**config.mk**
```make
export PLATFORM = sky130hd
export DESIGN_NAME = instr_fetch_resp
export DESIGN_NICKNAME = d
export VERILOG_FILES = /design/src/rtl/instr_fetch_resp_pkg.sv /design/src/rtl/instr_mem_array.sv /design/src/rtl/instr_fetch_resp.sv
export SDC_FILE = /design/constraint.sdc
export NUM_CORES = 1
export LEC_CHECK = 0
export CAP_MARGIN = 20
export CORE_MARGIN = 1.5
export CORE_UTILIZATION = 52
export DETAILED_ROUTE_END_ITERATION = 6
export HOLD_SLACK_MARGIN = 0.06
export PLACE_DENSITY = 0.8
export SETUP_SLACK_MARGIN = 0.05
export SLEW_MARGIN = 20
export SYNTH_ARGS = -nofsm -noshare
export SYNTH_HDL_FRONTEND = slang
export SYNTH_SLANG_ARGS = --single-unit
export TNS_END_PERCENT = 10
```
**constraint.sdc**
```tcl
create_clock -name clk -period 7.2 [get_ports clk]
set_input_delay 1.8 -clock clk [delete_from_list [all_inputs] [get_ports clk]]
set_output_delay 1.8 -clock clk [all_outputs]
set_load 0.02 [all_outputs]
```
**src/rtl/instr_fetch_resp_pkg.sv**
```systemverilog
// Shared definitions for the instruction fetch responder.
package instr_fetch_resp_pkg;

  // Responder FSM states: waiting for a request, counting wait states, presenting a response.
  typedef enum logic [1:0] {
    StIdle = 2'd0,
    StWait = 2'd1,
    StResp = 2'd2
  } fetch_state_e;

  // Default instruction word width.
  localparam int unsigned IlenDefault = 32;

  // Wait-state counter width, enough for 0..15 wait states.
  localparam int unsigned CntW = 4;

endpackage

```
**src/rtl/instr_mem_array.sv**
```systemverilog
// Instruction word storage: synchronous write, registered read with read-enable.
module instr_mem_array #(
  parameter int unsigned Depth = 4,
  parameter int unsigned Width = 32,
  parameter int unsigned Aw    = 2
) (
  input  logic             clk_i,
  input  logic             rst_ni,
  input  logic             we_i,
  input  logic [Aw-1:0]    waddr_i,
  input  logic [Width-1:0] wdata_i,
  input  logic             re_i,
  input  logic             rclr_i,
  input  logic [Aw-1:0]    raddr_i,
  output logic [Width-1:0] rdata_o
);

  logic [Width-1:0] mem_q [Depth];
  logic [Width-1:0] rdata_q;

  // Storage array; contents survive reset, write gating is done by the parent.
  always_ff @(posedge clk_i) begin
    if (we_i) begin
      mem_q[waddr_i] <= wdata_i;
    end
  end

  // Read register: loads old contents on a same-edge write; rclr_i forces zero for bad addresses.
  always_ff @(posedge clk_i) begin
    if (!rst_ni) begin
      rdata_q <= '0;
    end else if (re_i) begin
      rdata_q <= rclr_i ? '0 : mem_q[raddr_i];
    end
  end

  assign rdata_o = rdata_q;

endmodule

```
**src/rtl/instr_fetch_resp.sv**
```systemverilog
// Instruction-memory responder: accepts a fetch address, returns the word after WaitStates cycles.
module instr_fetch_resp
  import instr_fetch_resp_pkg::*;
#(
  parameter int unsigned Xlen       = 4,
  parameter int unsigned Ilen       = IlenDefault,
  parameter int unsigned Depth      = 4,
  parameter int unsigned WaitStates = 1
) (
  input  logic            clk,
  input  logic            rstn,
  input  logic            req_valid,
  input  logic [Xlen-1:0] req_addr,
  output logic            req_ready,
  output logic            resp_valid,
  output logic [Ilen-1:0] resp_instr,
  output logic            resp_err,
  input  logic            resp_ready,
  input  logic            wr_en,
  input  logic [Xlen-1:0] wr_addr,
  input  logic [Ilen-1:0] wr_data
);

  localparam int unsigned MemAw = (Depth > 1) ? $clog2(Depth) : 1;
  localparam logic [CntW-1:0] WaitInit = (WaitStates == 0) ? '0 : CntW'(WaitStates - 1);

  fetch_state_e    state_q, state_d;
  logic [CntW-1:0] cnt_q, cnt_d;
  logic [Xlen-1:0] addr_q, addr_d;
  logic            resp_valid_q, resp_valid_d;
  logic            resp_err_q, resp_err_d;

  logic [Xlen-1:0] rd_addr;
  logic            rd_bad;
  logic            rd_en;
  logic            wr_ok;

  // A zero-wait accept reads the live request address; otherwise the captured one.
  assign rd_addr = (state_q == StIdle) ? req_addr : addr_q;
  // Misaligned or past the end of the store; the full word index is compared.
  assign rd_bad  = (rd_addr[1:0] != 2'b00) || (32'(rd_addr[Xlen-1:2]) >= Depth);
  assign wr_ok   = rstn && wr_en && (wr_addr[1:0] == 2'b00) && (32'(wr_addr[Xlen-1:2]) < Depth);

  // Next-state logic for the fetch FSM, wait counter and registered response flags.
  always_comb begin
    state_d      = state_q;
    cnt_d        = cnt_q;
    addr_d       = addr_q;
    resp_valid_d = resp_valid_q;
    resp_err_d   = resp_err_q;
    rd_en        = 1'b0;
    unique case (state_q)
      StIdle: begin
        if (req_valid) begin
          addr_d = req_addr;
          if (WaitStates == 0) begin
            state_d      = StResp;
            rd_en        = 1'b1;
            resp_valid_d = 1'b1;
            resp_err_d   = rd_bad;
          end else begin
            state_d = StWait;
            cnt_d   = WaitInit;
          end
        end
      end
      StWait: begin
        if (cnt_q == '0) begin
          state_d      = StResp;
          rd_en        = 1'b1;
          resp_valid_d = 1'b1;
          resp_err_d   = rd_bad;
        end else begin
          cnt_d = cnt_q - CntW'(1);
        end
      end
      StResp: begin
        // Response data and error stay as-is after the handshake.
        if (resp_ready) begin
          state_d      = StIdle;
          resp_valid_d = 1'b0;
        end
      end
      default: state_d = StIdle;
    endcase
  end

  // FSM state and registered outputs; synchronous reset drops any in-flight fetch.
  always_ff @(posedge clk) begin
    if (!rstn) begin
      state_q      <= StIdle;
      cnt_q        <= '0;
      addr_q       <= '0;
      resp_valid_q <= 1'b0;
      resp_err_q   <= 1'b0;
    end else begin
      state_q      <= state_d;
      cnt_q        <= cnt_d;
      addr_q       <= addr_d;
      resp_valid_q <= resp_valid_d;
      resp_err_q   <= resp_err_d;
    end
  end

  instr_mem_array #(
    .Depth (Depth),
    .Width (Ilen),
    .Aw    (MemAw)
  ) u_mem (
    .clk_i   (clk),
    .rst_ni  (rstn),
    .we_i    (wr_ok),
    .waddr_i (wr_addr[MemAw+1:2]),
    .wdata_i (wr_data),
    .re_i    (rd_en),
    .rclr_i  (rd_bad),
    .raddr_i (rd_addr[MemAw+1:2]),
    .rdata_o (resp_instr)
  );

  assign req_ready  = (state_q == StIdle);
  assign resp_valid = resp_valid_q;
  assign resp_err   = resp_err_q;

endmodule

```
==> results of run 1 <==
## kinds of logic (layout without fill, tap and decap cells)
group,count (synthesis),in the layout,share of synthesized area
DFF,172,172,0.6951
and+or+nand+nor,100,100,0.08192
AOI/OAI and AO/OA,107,107,0.1281
buffers and inverters,37,118,0.03351
adders and majority gates,2,2,0.003681
xor gates and xnor gates,2,2,0.002578
muxes,37,37,0.05504
## synthesized netlist by cell type, types with 2 or more instances
cell | instances | area, um^2
sky130_fd_sc_hd__xnor2_1 | 2 | 17.52
sky130_fd_sc_hd__nor2_1 | 4 | 15.01
sky130_fd_sc_hd__clkbuf_1 | 19 | 71.32
sky130_fd_sc_hd__dfxtp_1 | 44 | 880.8
sky130_fd_sc_hd__buf_6 | 11 | 123.9
sky130_fd_sc_hd__a21boi_1 | 3 | 22.52
sky130_fd_sc_hd__edfxtp_1 | 128 | 3844
sky130_fd_sc_hd__and3_1 | 34 | 212.7
sky130_fd_sc_hd__inv_1 | 2 | 7.510
sky130_fd_sc_hd__ha_1 | 2 | 25.02
sky130_fd_sc_hd__a21boi_0 | 34 | 255.2
sky130_fd_sc_hd__o211ai_2 | 2 | 25.02
sky130_fd_sc_hd__mux2i_1 | 36 | 360.4
sky130_fd_sc_hd__buf_2 | 5 | 25.02
sky130_fd_sc_hd__o2111ai_1 | 32 | 280.3
sky130_fd_sc_hd__nand2_1 | 40 | 150.1
sky130_fd_sc_hd__o211ai_1 | 30 | 225.2
sky130_fd_sc_hd__nand3b_1 | 2 | 15.01
sky130_fd_sc_hd__nor2b_1 | 6 | 37.54
## stage by stage
step	hold slack, ns	std cells	setup slack, ns
4_1_cts	0.4807	710	3.323
3_3_place_gp	0.4669	678	2.995
6_report	0.4798	710	3.315
5_1_grt	0.5106	710	3.135
2_1_floorplan	0.4546	457	2.232
3_5_place_dp	0.4720	678	2.898
## placed cells by master (no fill, tap or decap), types with 2 or more instances in the layout
cell	count
sky130_fd_sc_hd__clkbuf_16	17
sky130_fd_sc_hd__buf_4	5
sky130_fd_sc_hd__a21boi_1	2
sky130_fd_sc_hd__o211ai_1	30
sky130_fd_sc_hd__xnor2_1	2
sky130_fd_sc_hd__edfxtp_1	128
sky130_fd_sc_hd__clkbuf_8	2
sky130_fd_sc_hd__clkbuf_1	6
sky130_fd_sc_hd__bufinv_16	4
sky130_fd_sc_hd__dfxtp_1	44
sky130_fd_sc_hd__mux2i_1	36
sky130_fd_sc_hd__inv_1	2
sky130_fd_sc_hd__nor2_1	3
sky130_fd_sc_hd__and3_1	33
sky130_fd_sc_hd__nor3b_2	2
sky130_fd_sc_hd__ha_1	2
sky130_fd_sc_hd__nand2_1	40
sky130_fd_sc_hd__clkdlybuf4s50_1	79
sky130_fd_sc_hd__o211ai_2	2
sky130_fd_sc_hd__o2111ai_1	32
sky130_fd_sc_hd__nand3b_1	2
sky130_fd_sc_hd__a21boi_0	34
sky130_fd_sc_hd__nor2b_1	6
## power by group through the flow
stage	Clock, mW	Combinational (mW)	Sequential, mW
3_3_place_gp	0	0.393	1.15
2_1_floorplan	0	0.260	1.17
5_1_grt	0.976	0.439	1.14
6_report	0.932	0.410	1.14
3_5_place_dp	0	0.407	1.16
4_1_cts	0.939	0.409	1.14
## sequential cells by signal (all words and copies together), names as in the netlist
name and flops:
addr_q 4, cnt_q 4, u_mem.mem_q 128, u_mem.rdata_o 32, resp_valid 1, resp_err 1
state_q 2
## routing by layer
layer  vias to the layer above  GRT usage  wire (um)
met5                         -          0          0
met4                         0    0.08179        104
met3                         8    0.04280        827
met2                       128     0.3618       7257
met1                      2048     0.2448       5755
li1                       1916          -          -
## cell type report
cell class	instances	area (um^2)	area share
Sequential cell	172	4725	0.5707
Multi-Input combinational cell	248	1891	0.2284
Timing Repair Buffer	84	828.3	0.1001
Clock buffer	25	475.5	0.05744
Tap cell	172	215.2	0.02600
Clock inverter	7	136.4	0.01648
Inverter	2	7.507	0.0009069
## worst paths after layout
kind                            slack, ns                 end  cells after the start  startpoint
worst max-delay path                 3.32  u_mem.mem_q[1][27]                      5        rstn
worst min-delay path                 0.48            resp_err                      2    resp_err
worst max register to register       4.66   u_mem.rdata_o[11]                      5  state_q[0]
worst min register to register       0.48            resp_err                      2    resp_err
## worst max-delay path: stages
cell and delay [ns]:
sky130_fd_sc_hd__clkdlybuf4s50_1 0.70, sky130_fd_sc_hd__nand2_1 0.10, sky130_fd_sc_hd__nor3_1 0.28, sky130_fd_sc_hd__nand2_1 0.15
sky130_fd_sc_hd__nor2_4 0.84
==> qor.yml, run 1 <==
outcome:
  outcome: "finished clean"
sta:
  timing.final.crit_period_ns: 3.885
  timing.final.crit_share: 0.5395
  post_route_clock_skew_ns: 0.02020
  slew_headroom: 0.2619
  grt_setup_unrepaired: "no"
  timing.final.hold_violations: 0
  setup-violations-final: 0
  worst_pin_slew_ns: 1.105
  timing.fmax_ghz: 0.2574
  timing.setup.tns_ns: 0
  maxSlewViolCount: 0
global_route:
  grt_overflow_total: 0
  vias_in_the_first_global_route: 4284
  grt_pass1_wl_um: 21830
  antenna_found_initial: 0
  grt_max_degree: 66
  grt.total_usage: 0.2048
final_layout:
  final_area_um2: 8278
  area.growth.synth_to_final_pct: 21.80
  final_layout_size_suffix_gt1_frac: 0.09294
  antennaDiodeCount: 0
  layout.nets: 572
  fillers: 879
  layout.core_utilization: 0.6533
cts:
  cts.sinks: 172
  root_buffer: "sky130_fd_sc_hd__clkbuf_16"
  cts_tree: "yes"
  cts_resized: 0
  clockBufferDepth: 2
  cts-htree-levels: 4
  numCtsBuffers: 17
  cts.hold.buffers_added: 0
  clkSlewWorstSetupHoldPaths_ns: 0.06
  clk-insertion-delay-late_ns: 0.41
  post_cts_buffers: 0
die:
  core_area_um2: 12670
  dieArea_um2: 13770
  dieWidth_um: 117.3
  placementRows: 41
  initial_core_util: 0.5364
  die_outline_height_um: 117.3
  design.portCount: 80
placement:
  weighted_congestion_reported_at_the_end_of_routability_driven_placement: 0.7136
  io_buffers: 79
  postPlaceCellArea_um2: 7666
  detailedPlacementHpwl_um: 7544
critical_path:
  worst_ep_required_time_ns: 7.22
  timing.setup.critical_path_class: "in2reg"
  worstPathMaxFanout: 32
  critPathArrivalTime_ns: 3.90
  critPathCaptureType: "flip-flop"
  crit_path_start_kind: "input pin"
yosys:
  synth_area_per_cell_um2: 14.87
  yosys_register_bits: 172
  synth_cell_types: 40
  synth_async_sr_flop_share: 0
  synth_warnings: 0
  syn_nets: 504
  mapped_cell_area_um2: 6797
  synth_cells: 457
  synth-edff-count: 128
  dominantRegCellSynth: "sky130_fd_sc_hd__edfxtp_1"
  synth.yosys.seq_area_share: 0.6951
pwr:
  p_per_area_nw_per_um2: 299.3
  ir_drop_v: 0.0001833
  switching_share: 0.2468
  switching_power_mw: 0.6114
  power.sequential.fraction: 0.458
  combinational_share_of_power: 0.165
  clock_power_share: 0.376
  total_leakage_power_nw: 2.806
  finalPower_mw: 2.477
  p_int_mw: 1.866
hold_path:
  min_path_type: "reg2reg"
routing:
  routed_wirelength_um: 13950
  vias: 4100
  detail_route.drc_violations: 0
  detail_route.wl_per_cell_um: 19.64
  drt_pass1_iterations: 5
  initialDrtViolationCount: 315
  route.antenna.remaining_nets: 0
  viasPerCell: 5.775
job:
  max-cap-violations: 0
Note: power is estimated with default switching activity, not from simulation.
==> run 2, diff against run 1 <==
==> constraint.sdc (replaced) <==
create_clock -name clk -period 3.7 [get_ports clk]
set_input_delay 0.925 -clock clk [delete_from_list [all_inputs] [get_ports clk]]
set_output_delay 0.925 -clock clk [all_outputs]
set_load 0.02 [all_outputs]
==> run 2 against run 1 <==
Effect of this change: non-clock buffer count grew 10; die area stayed put; global-route usage increased by 1.3 points; core utilization is 0.75 points higher; final cell count rose by 1.4%; worst setup slack lost 2.5 ns; sequential share of layout area fell by 0.65 points; clock skew shrank 0.012 ns; combinational power grew 98%; sequential power up 94%; via count is 1.8% higher; critical endpoint is now req_ready.
==> qor.yml, run 2 (synthesis results as in run 1) <==
final_layout:
  flip_flop_count_of_the_largest_register_after_layout: 128  # unchanged
  layout.nets: 582  # +1.7%
  final-seq-area_um2: 4725  # unchanged
  area.growth.synth_to_final_pct: 23.20
  area_of_the_multi_input_gates_um2: 1897  # +0.33%
  layout.cells.most_common: "sky130_fd_sc_hd__edfxtp_1"
  fillers: 894  # +1.7%
  layout_common_cells: "128 x sky130_fd_sc_hd__edfxtp_1, 79 x sky130_fd_sc_hd__clkdlybuf4s50_1, 44 x sky130_fd_sc_hd__dfxtp_1, 40 x sky130_fd_sc_hd__nand2_1, 36 x sky130_fd_sc_hd__mux2i_1"
  max_flop_register: "u_mem.mem_q"
  antennaDiodeCount: 0  # unchanged
  final_layout_size_suffix_gt1_frac: 0.1131  # +0.02020
cts:
  cts.hold.buffers_added: 0  # unchanged
  clockBufferDepth: 2  # unchanged
  root_buffer: "sky130_fd_sc_hd__clkbuf_16"
  cts_resized: 0  # unchanged
  cts-htree-levels: 4  # unchanged
  clk-insertion-delay-late_ns: 0.42  # about the same
  post_cts_buffers: 0  # unchanged
  cts_tree: "yes"
  clkSlewWorstSetupHoldPaths_ns: 0.06  # about the same
  numCtsBuffers: 17  # unchanged
  cts.sinks: 172  # unchanged
critical_path:
  critPathCaptureType: "output pin"
  crit_chain: "nor2_2 > clkdlybuf4s50_1"
  worst_ep_required_time_ns: 2.77  # -4.45 ns
  delay_of_the_slowest_cell_on_the_worst_path_ns: 0.68  # -0.16 ns
  timing.critical_path.slowest_stage_cell: "sky130_fd_sc_hd__clkdlybuf4s50_1"
  setup.worst_path.start: "state_q[0]"
  timing.setup.critical_path_class: "reg2out"
  worstPathMaxFanout: 10  # -69%
  crit_path_start_kind: "flip-flop"
  worst_path_dominant_cell_family: "buffers and inverters"
  regToRegStartpoint: "cnt_q[0]"
  cp_num_buf_inv: 1  # unchanged
  critPathArrivalTime_ns: 1.94  # -1.96 ns
sta:
  setup-violations-final: 0  # unchanged
  timing.setup.tns_ns: 0  # unchanged
  slew_headroom: 0.5464  # +0.2846
  timing.final.hold_violations: 0  # unchanged
  worst_pin_slew_ns: 0.6804  # -0.4242 ns
  grt_setup_unrepaired: "no"
  maxSlewViolCount: 0  # unchanged
  timing.final.crit_share: 0.7730
  post_route_clock_skew_ns: 0.008295  # -0.01190 ns
  timing.fmax_ghz: 0.3496
  timing.final.crit_period_ns: 2.860
routing:
  drt_pass1_iterations: 4  # -1
  routed_wirelength_um: 14460  # +3.7%
  detail_route.drc_violations: 0  # unchanged
  initialDrtViolationCount: 285  # -9.5%
  viasPerCell: 5.797  # +0.39%
  vias: 4174  # +1.8%
  route.antenna.remaining_nets: 0  # unchanged
  detail_route.wl_per_cell_um: 20.09  # +2.3%
global_route:
  vias_in_the_first_global_route: 4281  # -0.070%
  grt_overflow_total: 0  # unchanged
  grt_pass1_wl_um: 22630  # +3.6%
  antenna_found_initial: 0  # unchanged
  grt.total_usage: 0.2178  # +0.01298
  grt_max_degree: 37  # -44%
die:
  initial_core_util: 0.5364  # unchanged
  dieWidth_um: 117.3  # unchanged
  die_outline_height_um: 117.3  # unchanged
  design.portCount: 80  # unchanged
  placementRows: 41  # unchanged
  core_area_um2: 12670  # unchanged
  dieArea_um2: 13770  # unchanged
placement:
  weighted_congestion_reported_at_the_end_of_routability_driven_placement: 0.7315  # +2.5%
  detailedPlacementHpwl_um: 8671  # +15%
  io_buffers: 79  # unchanged
outcome:
  outcome: "finished clean"
hold_path:
  min_path_type: "reg2reg"
  holdCritStartpoint: "resp_err"
pwr:
  total_leakage_power_nw: 2.868  # +2.2%
  finalPower_mw: 4.885  # +97%
  ir_drop_v: 0.0003189  # +74%
  p_per_area_nw_per_um2: 583.5  # +95%
job:
  max-cap-violations: 0  # unchanged
-- run 2: layout make-up --
cell class / count / share of cell area
clock buffers: 21 / 0.05499
flip-flops and latches: 172 / 0.5643
multi-input cells: 248 / 0.2265
clock inverters: 11 / 0.01972
inverters: 2 / 0.0008966
well taps: 172 / 0.02570
repair buffers: 94 / 0.1079
-- run 2: where the power goes --
part / switching (mW) / internal (mW) / total (mW)
clock network: 0.700 / 1.16 / 1.86
registers: 0.0618 / 2.15 / 2.21
logic: 0.484 / 0.328 / 0.812
-- run 2: path summary, 6_finish.rpt --
check / end / slack, ns / depth (start not counted)
setup reg to reg: u_mem.rdata_o[8] / 1.21 / 6
hold reg to reg: resp_err / 0.46 / 2
hold / removal: resp_err / 0.46 / 2
setup / recovery: req_ready / 0.84 / 2
-- run 2: metal layers --
metal,global-route usage,vias up,part of all wire
met5,0,-,0
met4,0.1073,0,0.017
met3,0.05010,20,0.067
met2,0.3702,147,0.52
met1,0.2616,2071,0.40
li1,-,1936,-
-- run 2: worst reg2reg max path: stages, from the launching register on --
cell and delay (ns):
sky130_fd_sc_hd__dfxtp_1 0.33, sky130_fd_sc_hd__inv_1 0.09, sky130_fd_sc_hd__ha_1 0.14, sky130_fd_sc_hd__nor3b_2 0.39, sky130_fd_sc_hd__and3_1 0.56, sky130_fd_sc_hd__nand3b_4 0.47
sky130_fd_sc_hd__o211ai_1 0.41
-- run 2: through the flow --
stage	util	setup slack, ns	hold WS [ns]	instances	cell area [um^2]
after floorplan	-	0.6546	0.4546	457	6802
after global placement	0.6114	0.6698	0.4551	688	7747
after global routing	0.6608	0.7704	0.4909	720	8373
after detailed placement	0.6114	0.5940	0.4564	688	7747
after CTS	0.6608	0.8214	0.4647	720	8373
final	0.6608	0.8399	0.4630	720	8373
